$ cat config.mk
export PLATFORM = sky130hd
export DESIGN_NAME = serial_mag_comp
export DESIGN_NICKNAME = d
export VERILOG_FILES = /design/src/rtl/serial_mag_comp.sv
export SDC_FILE = /design/constraint.sdc
export NUM_CORES = 1
export LEC_CHECK = 0
export ABC_AREA = 1
export CORE_ASPECT_RATIO = 0.6
export CORE_MARGIN = 2
export CORE_UTILIZATION = 50
export CTS_CLUSTER_DIAMETER = 30
export CTS_CLUSTER_SIZE = 16
export DETAILED_ROUTE_END_ITERATION = 7
export GPL_TIMING_DRIVEN = 0
export PLACE_DENSITY = 0.81
export SLEW_MARGIN = 10
export SYNTH_ARGS = -nofsm -noshare
export SYNTH_HDL_FRONTEND = slang
export SYNTH_SLANG_ARGS = --single-unit
export TNS_END_PERCENT = 50
$ cat constraint.sdc
create_clock -name clk -period 2.1 [get_ports clk]
set_input_delay 0.525 -clock clk [delete_from_list [all_inputs] [get_ports clk]]
set_output_delay 0.525 -clock clk [all_outputs]
set_load 0.005 [all_outputs]
$ cat src/rtl/serial_mag_comp.sv
// Bit-serial, MSB-first magnitude comparator with a start/done handshake.
// Scans one bit pair per cycle and stops at the first differing bit (unsigned or two's complement).
module serial_mag_comp #(
    parameter int WIDTH = 8
) (
    input  logic                       clk,
    input  logic                       rst,
    input  logic                       start,
    input  logic [WIDTH-1:0]           a,
    input  logic [WIDTH-1:0]           b,
    input  logic                       signed_mode,
    output logic                       busy,
    output logic                       done,
    output logic                       agb,
    output logic                       alb,
    output logic                       aeb,
    output logic [$clog2(WIDTH+1)-1:0] nbits
);

    localparam int IW = $clog2(WIDTH);
    localparam int NW = $clog2(WIDTH+1);

    typedef enum logic [1:0] {
        IDLE = 2'd0,
        SCAN = 2'd1,
        DONE = 2'd2
    } state_t;

    state_t          state_q;
    logic [WIDTH-1:0] a_q;
    logic [WIDTH-1:0] b_q;
    logic            signed_q;
    logic [IW-1:0]   idx_q;
    logic            busy_q;
    logic            done_q;
    logic            agb_q;
    logic            alb_q;
    logic            aeb_q;
    logic [NW-1:0]   nbits_q;

    logic            msb_d;
    logic            differ_d;
    logic            a_wins_d;
    logic [NW-1:0]   nbits_d;

    // In signed mode a set sign bit means "more negative", so the MSB winner is inverted.
    always_comb begin
        msb_d    = (idx_q == IW'(WIDTH-1));
        differ_d = a_q[idx_q] ^ b_q[idx_q];
        a_wins_d = a_q[idx_q] ^ (signed_q & msb_d);
        nbits_d  = NW'(WIDTH) - NW'(idx_q);
    end

    // NOTE: every register in this block uses <= so all updates see pre-edge values.
    always_ff @(posedge clk or posedge rst) begin
        if (rst) begin
            state_q  <= IDLE;
            a_q      <= '0;
            b_q      <= '0;
            signed_q <= 1'b0;
            idx_q    <= '0;
            busy_q   <= 1'b0;
            done_q   <= 1'b0;
            agb_q    <= 1'b0;
            alb_q    <= 1'b0;
            aeb_q    <= 1'b0;
            nbits_q  <= '0;
        end else begin
            case (state_q)
                IDLE: begin
                    done_q <= 1'b0;
                    if (start) begin
                        a_q      <= a;
                        b_q      <= b;
                        signed_q <= signed_mode;
                        idx_q    <= IW'(WIDTH-1);
                        busy_q   <= 1'b1;
                        state_q  <= SCAN;
                    end
                end
                SCAN: begin
                    if (differ_d) begin
                        agb_q   <= a_wins_d;
                        alb_q   <= ~a_wins_d;
                        aeb_q   <= 1'b0;
                        nbits_q <= nbits_d;
                        busy_q  <= 1'b0;
                        done_q  <= 1'b1;
                        state_q <= DONE;
                    end else if (idx_q == '0) begin
                        agb_q   <= 1'b0;
                        alb_q   <= 1'b0;
                        aeb_q   <= 1'b1;
                        nbits_q <= NW'(WIDTH);
                        busy_q  <= 1'b0;
                        done_q  <= 1'b1;
                        state_q <= DONE;
                    end else begin
                        idx_q <= idx_q - 1'b1;
                    end
                end
                DONE: begin
                    done_q  <= 1'b0;
                    state_q <= IDLE;
                end
                default: begin
                    busy_q  <= 1'b0;
                    done_q  <= 1'b0;
                    state_q <= IDLE;
                end
            endcase
        end
    end

    assign busy  = busy_q;
    assign done  = done_q;
    assign agb   = agb_q;
    assign alb   = alb_q;
    assign aeb   = aeb_q;
    assign nbits = nbits_q;

endmodule
==> results of run 1 <==
[layout make-up]
| type | instances | area [µm²] | share of cell area, % |
|---|---|---|---|
| Sequential cell | 31 | 776 | 38.5 |
| Multi-Input combinational cell | 134 | 671 | 33.3 |
| Timing Repair Buffer | 28 | 280 | 13.9 |
| Inverter | 27 | 104 | 5.15 |
| Clock buffer | 8 | 100 | 4.97 |
| Tap cell | 42 | 52.6 | 2.61 |
| Buffer | 6 | 32.5 | 1.61 |
[per-layer routing]
layer | part of all wire, % | wire [µm] | vias to the layer above | GRT usage (%)
li1 | - | - | 687 | -
met1 | 51 | 1660 | 625 | 30.4
met2 | 40 | 1320 | 38 | 28.8
met3 | 6.9 | 225 | 10 | 6.79
met4 | 2.0 | 65 | 0 | 8.73
met5 | 0 | 0 | - | 0
[worst paths after layout]
| check | end | slack, ns |
|---|---|---|
| min in group asynchronous | b_q[1] | 0.69 |
| max | nbits[3] | 0.35 |
| max reg2reg | nbits[3] | 0.35 |
| max in group asynchronous | b_q[3] | 0.91 |
| min reg2reg | agb | 0.47 |
| min | agb | 0.47 |
[registers in the layout (all words and copies together) (netlist names)]
signal    cells
alb           1
busy          1
state_q       2
done          1
idx_q         3
signed_q      1
agb           1
aeb           1
nbits         4
a_q           8
b_q           8
[cells by family (layout without fill, tap and decap cells)]
logic type	after synthesis	count (layout)	share of synthesized area (%)
and+or+nand+nor	110	110	32.5
buffers and inverters	33	69	8.62
DFF	31	31	49.0
AOI/OAI and AO/OA	19	19	6.01
adders and majority gates	4	4	3.16
muxes	1	1	0.711
[power by group]
| part | leakage, nW | switching [mW] | internal, mW |
|---|---|---|---|
| registers | 0.358 | 0.130 | 0.884 |
| clock network | 0.0515 | 0.216 | 0.299 |
| logic | 0.635 | 1.12 | 0.695 |
[worst register-to-register path: stages, from the launching register on]
cell     delay, ns
dfrtp_1       0.47
inv_1         0.24
ha_1          0.20
ha_1          0.14
inv_1         0.08
nor2_1        0.17
inv_1         0.10
nand2_4       0.10
inv_4         0.05
nand2_1       0.06
nand2_1       0.05
[cell usage after synthesis]
cell type and count:
nand2_1 57, dfrtp_1 31, inv_1 23, nand3_1 22
nor2_1 18, a21oi_1 17, nand2_4 6, nand2_2 5
ha_1 4, clkbuf_1 3, buf_2 2, inv_2 2
o21ai_0 2, buf_6 1, clkinv_1 1, inv_4 1
mux2_2 1, nand3_4 1, nand4_1 1
==> summary.md, run 1 <==
| Metric | Value |
|---|---|
| Outcome | `complete, no violations` |
| Power Dens Cells | `1660 nW/µm²` |
| Ys Warns | `0` |
| Die Area | `between 3000 and 4000 µm²` |
| Finished Layout Cells | `around 280` |
| CP Data Required Time | `2.28 ns` |
| CTS tree | `built` |
| Root Buffer | `clkbuf_8` |
| Post-detail-place hpwl | `~2300 µm` |
| Worst EP arrival | `1.92 ns` |
| DRT antenna net count | `0` |
| RSZ-0062 raised after global routing | `false` |
| Share of Yosys cell area claimed by the top area cell type | `between 40% and 50%` |
| Die X-Extent | `about 77 µm` |
| Crit-path cells | `inv_1, ha_1, ha_1, inv_1, nor2_1, inv_1, nand2_4, inv_4, nand2_1, nand2_1` |
| Design Power | `3.34 mW` |
| Post-synth top area cell | `dfrtp_1` |
| Commonest non-fill, non-tap cell in the layout | `nand2_1` |
| CP bufs+invs | `4` |
| Hold Slack | `0.469 ns` |
| Max incr delay on CP | `around 0.47 ns` |
| Critical path fanouts, max | `7` |
| H-tree depth | `2` |
| Fmax | `between 500 and 600 MHz` |
| Hold_buf cts | `0` |
| Clk Latency, worst-skew pair | `~0.29 ns` |
| Hold Startpoint | `agb` |
| Setup ws final | `roughly 0.35 ns` |
| Peak supply drop | `about 720 µV` |
| # diodes | `0` |
| Cells after Synth | `a little under 200` |
| Post_cts resized | `0` |
| CTS buffer count | `5` |
| DR vias | `1360` |
| Post-detailed-routing wire length | `3280 µm` |
| GPL Wtd Cong | `between 0.8 and 0.9` |
| Fraction of layout cells with a size suffix above 1 | `approximately 11%` |
| Clock Skew | `approximately 0.0084 ns` |
| Post-Place Cells | `approximately 270` |
| Nets | `257` |
| Synth Cell Area | `1580 µm²` |
| Core Area | `about 2900 µm²` |
| Setup TNS | `0 ns` |
| # IOs | `29` |
| Synthesis-stage register bit count | `31` |
| Worst Setup Start Kind | `register` |
| DRC Markers | `0` |
| Period utilization | `83.2%` |
| Tot GR Track Use | `between 20% and 30%` |
| Die height | `about 48 µm` |
| Rows | `15` |
| Worst path slowest cell | `dfrtp_1` |
| Critical path class | `register to register` |
| Placed cell area | `between 1500 and 2000 µm²` |
| Clk buf depth | `2` |
| Crit path depth | `10` |
| Antenna violations before repair | `0` |
| First DRT Iteration DRCs | `86` |
| Worst slack, placed | `approximately 0.15 ns` |
| Mapped Nets | `222` |
| Top area cells in the synthesized netlist | `dfrtp_1 (49%), nand2_1 (14%), nand3_1 (7.0%)` |
| Crit-path most repeated cell | `inv_1` |
| Crit path launch | `idx_q[1]` |
| Vias in the first global route | `1190` |
| Finished Core Util | `between 60% and 70%` |
| Final setup fails | `0` |
| Drt pass-1 iters | `4` |
| Largest net degree at the start of global routing | `32` |
| Postcts setup bufs | `0` |
| Avg WL per Cell | `11.9 µm` |
| Worst Reg2Reg Path Length in Cells | `10` |
| Fin. max-slew vios | `0` |
| Sequential area share after synthesis | `between 40% and 50%` |
| Worst slew pin tran | `about 1.1 ns` |
| Max Cap Viol | `0` |
| Clk pin slew, worst setup/hold paths | `0.06 ns` |
| Unique masters post-synth | `19` |
| PortBufs | `28` |
| Min-Delay Path Depth | `2` |
| Synthesized area per cell | `7.99 µm²` |
| Drt via density | `between 4 and 5` |
| Clock Sinks | `31` |
| Hold/Removal Path Class | `register to register` |
| GR Overflow Total | `0` |
| Crit end category | `register` |
| RR Startpoint | `idx_q[1]` |
| Synthesis-to-layout area growth | `27.4%` |
| CP top delay family | `buffers and inverters` |
| Most frequent cells in the layout | `nand2_1 (57), dfrtp_1 (31), clkdlybuf4s50_1 (28)` |
| First-pass GRT wire length | `5550 µm` |
| Fin. Hold Viols | `0` |
| Initial Util | `a little over half` |
| Filler cells | `264` |
| Crit path time final | `about 1.7 ns` |
| Slew Limit Headroom | `a little over a quarter` |
| Cell area after layout | `approximately 2000 µm²` |
| Pleak | `~1.0 nW` |
Power figures use the tool's default switching activity.
==> run 2: changes to the inputs <==
--- a/config.mk
+++ b/config.mk
@@ -8,12 +8,12 @@
 export ABC_AREA = 1
 export CORE_ASPECT_RATIO = 0.6
 export CORE_MARGIN = 2
-export CORE_UTILIZATION = 50
+export CORE_UTILIZATION = 46
 export CTS_CLUSTER_DIAMETER = 30
 export CTS_CLUSTER_SIZE = 16
 export DETAILED_ROUTE_END_ITERATION = 7
 export GPL_TIMING_DRIVEN = 0
-export PLACE_DENSITY = 0.81
+export PLACE_DENSITY = 0.78
 export SLEW_MARGIN = 10
 export SYNTH_ARGS = -nofsm -noshare
 export SYNTH_HDL_FRONTEND = slang
==> constraint.sdc (replaced) <==
create_clock -name clk -period 1.6 [get_ports clk]
set_input_delay 0.4 -clock clk [delete_from_list [all_inputs] [get_ports clk]]
set_output_delay 0.4 -clock clk [all_outputs]
set_load 0.005 [all_outputs]
==> run 2 against run 1 <==
Global-route usage shrank 2.7 points. Setup slack lost 0.31 ns. First-iteration DRC count grew 5.8%. Final area grew 6.6%. Sequential share of layout area shrank 2.3 points. Sequential power grew 35%. Maximum frequency grew 12%. Clock power grew 29%. Register-to-register slack lost 0.31 ns. Combinational power grew 53%. Die area grew 8.1%. Clock-buffer cell count is the same. Critical path type unchanged. Largest cell class unchanged.
==> summary.md, run 2 (synthesized netlist as in run 1, its figures left out) <==
| Metric | Value |
|---|---|
| Min-Delay Path Depth | `2 (unchanged)` |
| RSZ-0062 raised after global routing | `true (was false)` |
| Worst slack, placed | `-0.206 ns (was 0.151 ns)` |
| Crit end category | `register (unchanged)` |
| Antenna violations before repair | `0 (unchanged)` |
| Crit path time final | `1.55 ns (was 1.75 ns)` |
| Worst Reg2Reg Path Length in Cells | `13 (was 10)` |
| Fmax | `643 MHz (was 572 MHz)` |
| Final setup fails | `0 (unchanged)` |
| CP bufs+invs | `2 (was 4)` |
| Initial Util | `48.5% (was 53.7%)` |
| Commonest non-fill, non-tap cell in the layout | `nand2_1 (unchanged)` |
| Die Area | `3940 µm² (was 3650 µm²)` |
| Critical path class | `register to register (unchanged)` |
| DR vias | `1397 (was 1360)` |
| Post-detailed-routing wire length | `3440 µm (was 3280 µm)` |
| GPL Wtd Cong | `0.857 (was 0.825)` |
| CP Data Required Time | `1.77 ns (was 2.28 ns)` |
| Combinational Power Share | `57.8% (was 54.2%)` |
| Slew Limit Headroom | `58.1% (was 27.2%)` |
| CP top delay family | `simple AND/OR/NAND/NOR gates (was buffers and inverters)` |
| # diodes | `0 (unchanged)` |
| Tot GR Track Use | `18.2% (was 20.9%)` |
| Finished Layout Cells | `286 (was 276)` |
| DRC Markers | `0 (unchanged)` |
| Cell area after layout | `2150 µm² (was 2020 µm²)` |
| Period utilization | `97.2% (was 83.2%)` |
| Crit path depth | `13 (was 10)` |
| Placed cell area | `1920 µm² (about the same)` |
| Outcome | `complete, no violations (unchanged)` |
| Filler cells | `282 (was 264)` |
| Clk Latency, worst-skew pair | `0.28 ns (was 0.29 ns)` |
| PortBufs | `28 (unchanged)` |
| Hold/Removal Path Class | `register to register (unchanged)` |
| Drt via density | `4.88 (was 4.93)` |
| Root Buffer | `clkbuf_8 (unchanged)` |
| Worst slew pin tran | `0.628 ns (was 1.09 ns)` |
| Die X-Extent | `79.7 µm (was 76.6 µm)` |
| Vias in the first global route | `1206 (was 1190)` |
| Clock Sinks | `31 (unchanged)` |
| Core Area | `3260 µm² (was 2950 µm²)` |
| Pleak | `1.11 nW (was 1.04 nW)` |
| Clk pin slew, worst setup/hold paths | `0.06 ns (about the same)` |
| Power Dens Cells | `2230 nW/µm² (was 1660 nW/µm²)` |
| Sequential Power Share | `28.4% (was 30.4%)` |
| Fin. Hold Viols | `0 (unchanged)` |
| Peak supply drop | `1060 µV (was 725 µV)` |
| DRT antenna net count | `0 (unchanged)` |
| Worst Setup Start Kind | `register (unchanged)` |
| Post-Place Cells | `271 (was 268)` |
| Hold Slack | `0.474 ns (was 0.469 ns)` |
| Fraction of layout cells with a size suffix above 1 | `22.8% (was 11.1%)` |
| Pint | `2.71 mW (was 1.88 mW)` |
| First DRT Iteration DRCs | `91 (was 86)` |
| Finished Core Util | `65.8% (was 68.4%)` |
| Rows | `16 (was 15)` |
| First-pass GRT wire length | `5490 µm (was 5550 µm)` |
| Drt pass-1 iters | `4 (unchanged)` |
| Critical path fanouts, max | `6 (was 7)` |
| Clock Skew | `0.00408 ns (was 0.00843 ns)` |
| H-tree depth | `2 (unchanged)` |
| CTS buffer count | `5 (unchanged)` |
| Max incr delay on CP | `0.45 ns (was 0.47 ns)` |
| GR Overflow Total | `0 (unchanged)` |
| Most frequent cells in the layout | `nand2_1 (49), dfrtp_1 (29), clkdlybuf4s50_1 (27) (was nand2_1 (57), dfrtp_1 (31), clkdlybuf4s50_1 (28))` |
| Worst EP arrival | `1.73 ns (was 1.92 ns)` |
| CTS tree | `built (unchanged)` |
| Clk buf depth | `2 (unchanged)` |
| Synthesis-to-layout area growth | `35.7% (was 27.4%)` |
| Avg WL per Cell | `12.0 µm (was 11.9 µm)` |
| Clock power share | `13.8% (was 15.4%)` |
| # IOs | `29 (unchanged)` |
| Max Cap Viol | `0 (unchanged)` |
| Die height | `49.4 µm (was 47.6 µm)` |
| Largest net degree at the start of global routing | `32 (unchanged)` |
| Nets | `264 (was 257)` |
| Sw power | `2.08 mW (was 1.46 mW)` |
| Worst path slowest cell | `dfrtp_2 (was dfrtp_1)` |
| Post-detail-place hpwl | `2270 µm (was 2320 µm)` |
| Switching power share of the total | `43.5% (was 43.8%)` |
| Setup ws final | `0.0450 ns (was 0.352 ns)` |
| Fin. max-slew vios | `0 (unchanged)` |
| Crit-path cells | `buf_4, nand2_1, nand3_2, nand2_1, nand2_1, nand2_2, nand2_4, nand2_4, nand2_4, nand2_4, inv_6, nand2_2, nand2_1 (was inv_1, ha_1, ha_1, inv_1, nor2_1, inv_1, nand2_4, inv_4, nand2_1, nand2_1)` |
==> run 2: layout make-up <==
| cell class | instances | area [µm²] | area share, % |
|---|---|---|---|
| Buffer | 6 | 32.5 | 1.51 |
| Clock buffer | 8 | 100 | 4.66 |
| Inverter | 27 | 114 | 5.30 |
| Multi-Input combinational cell | 134 | 728 | 33.9 |
| Sequential cell | 31 | 778 | 36.2 |
| Tap cell | 45 | 56.3 | 2.62 |
| Timing Repair Buffer | 35 | 339 | 15.8 |
==> run 2: routing by layer <==
metal  wire length (µm)  GRT usage (%)
met5                  0              0
met4                 29           5.17
met3                214           5.37
met2               1460           25.2
met1               1740           27.3
==> run 2: tightest hold or removal path: stages, from the launching register on <==
cell	delay, ns
dfrtp_1	0.35
nand2_1	0.05
nand2_1	0.05
==> run 2: power groups by stage <==
stage               sequential [mW]  clock, mW  combinational (mW)
finish                         1.36      0.663                2.77
floorplan                      1.32          0                1.74
detailed placement             1.35          0                2.33
global placement               1.33          0                2.30
global route                   1.40      0.720                3.11
CTS                            1.34      0.671                2.36
==> run 2: through the flow <==
stage	power, mW	setup TNS (ns)
after CTS	4.37	0
final	4.79	0
after detailed placement	3.68	-10.73
after global placement	3.63	-10.99
after floorplan	3.06	0
after global routing	5.23	-0.450
==> run 2: timing repair <==
item                                    in CTS  in global routing
resized for setup                            3                 25
endpoints found under the setup margin       8                 13
hold buffers                                 0                  0
buffers inserted                             0                  6
pin swaps                                    0                  8
gates cloned                                 0                  1
==> run 2: final timing paths <==
kind / from / endpoint / slack, ns
worst max register to register: idx_q[0] / nbits[1] / 0.05
worst max-delay path: idx_q[0] / nbits[1] / 0.05
min in group asynchronous: rst / nbits[3] / 0.53
max in group asynchronous: rst / idx_q[1] / 0.62
worst min register to register: busy / busy / 0.47
worst min-delay path: busy / busy / 0.47
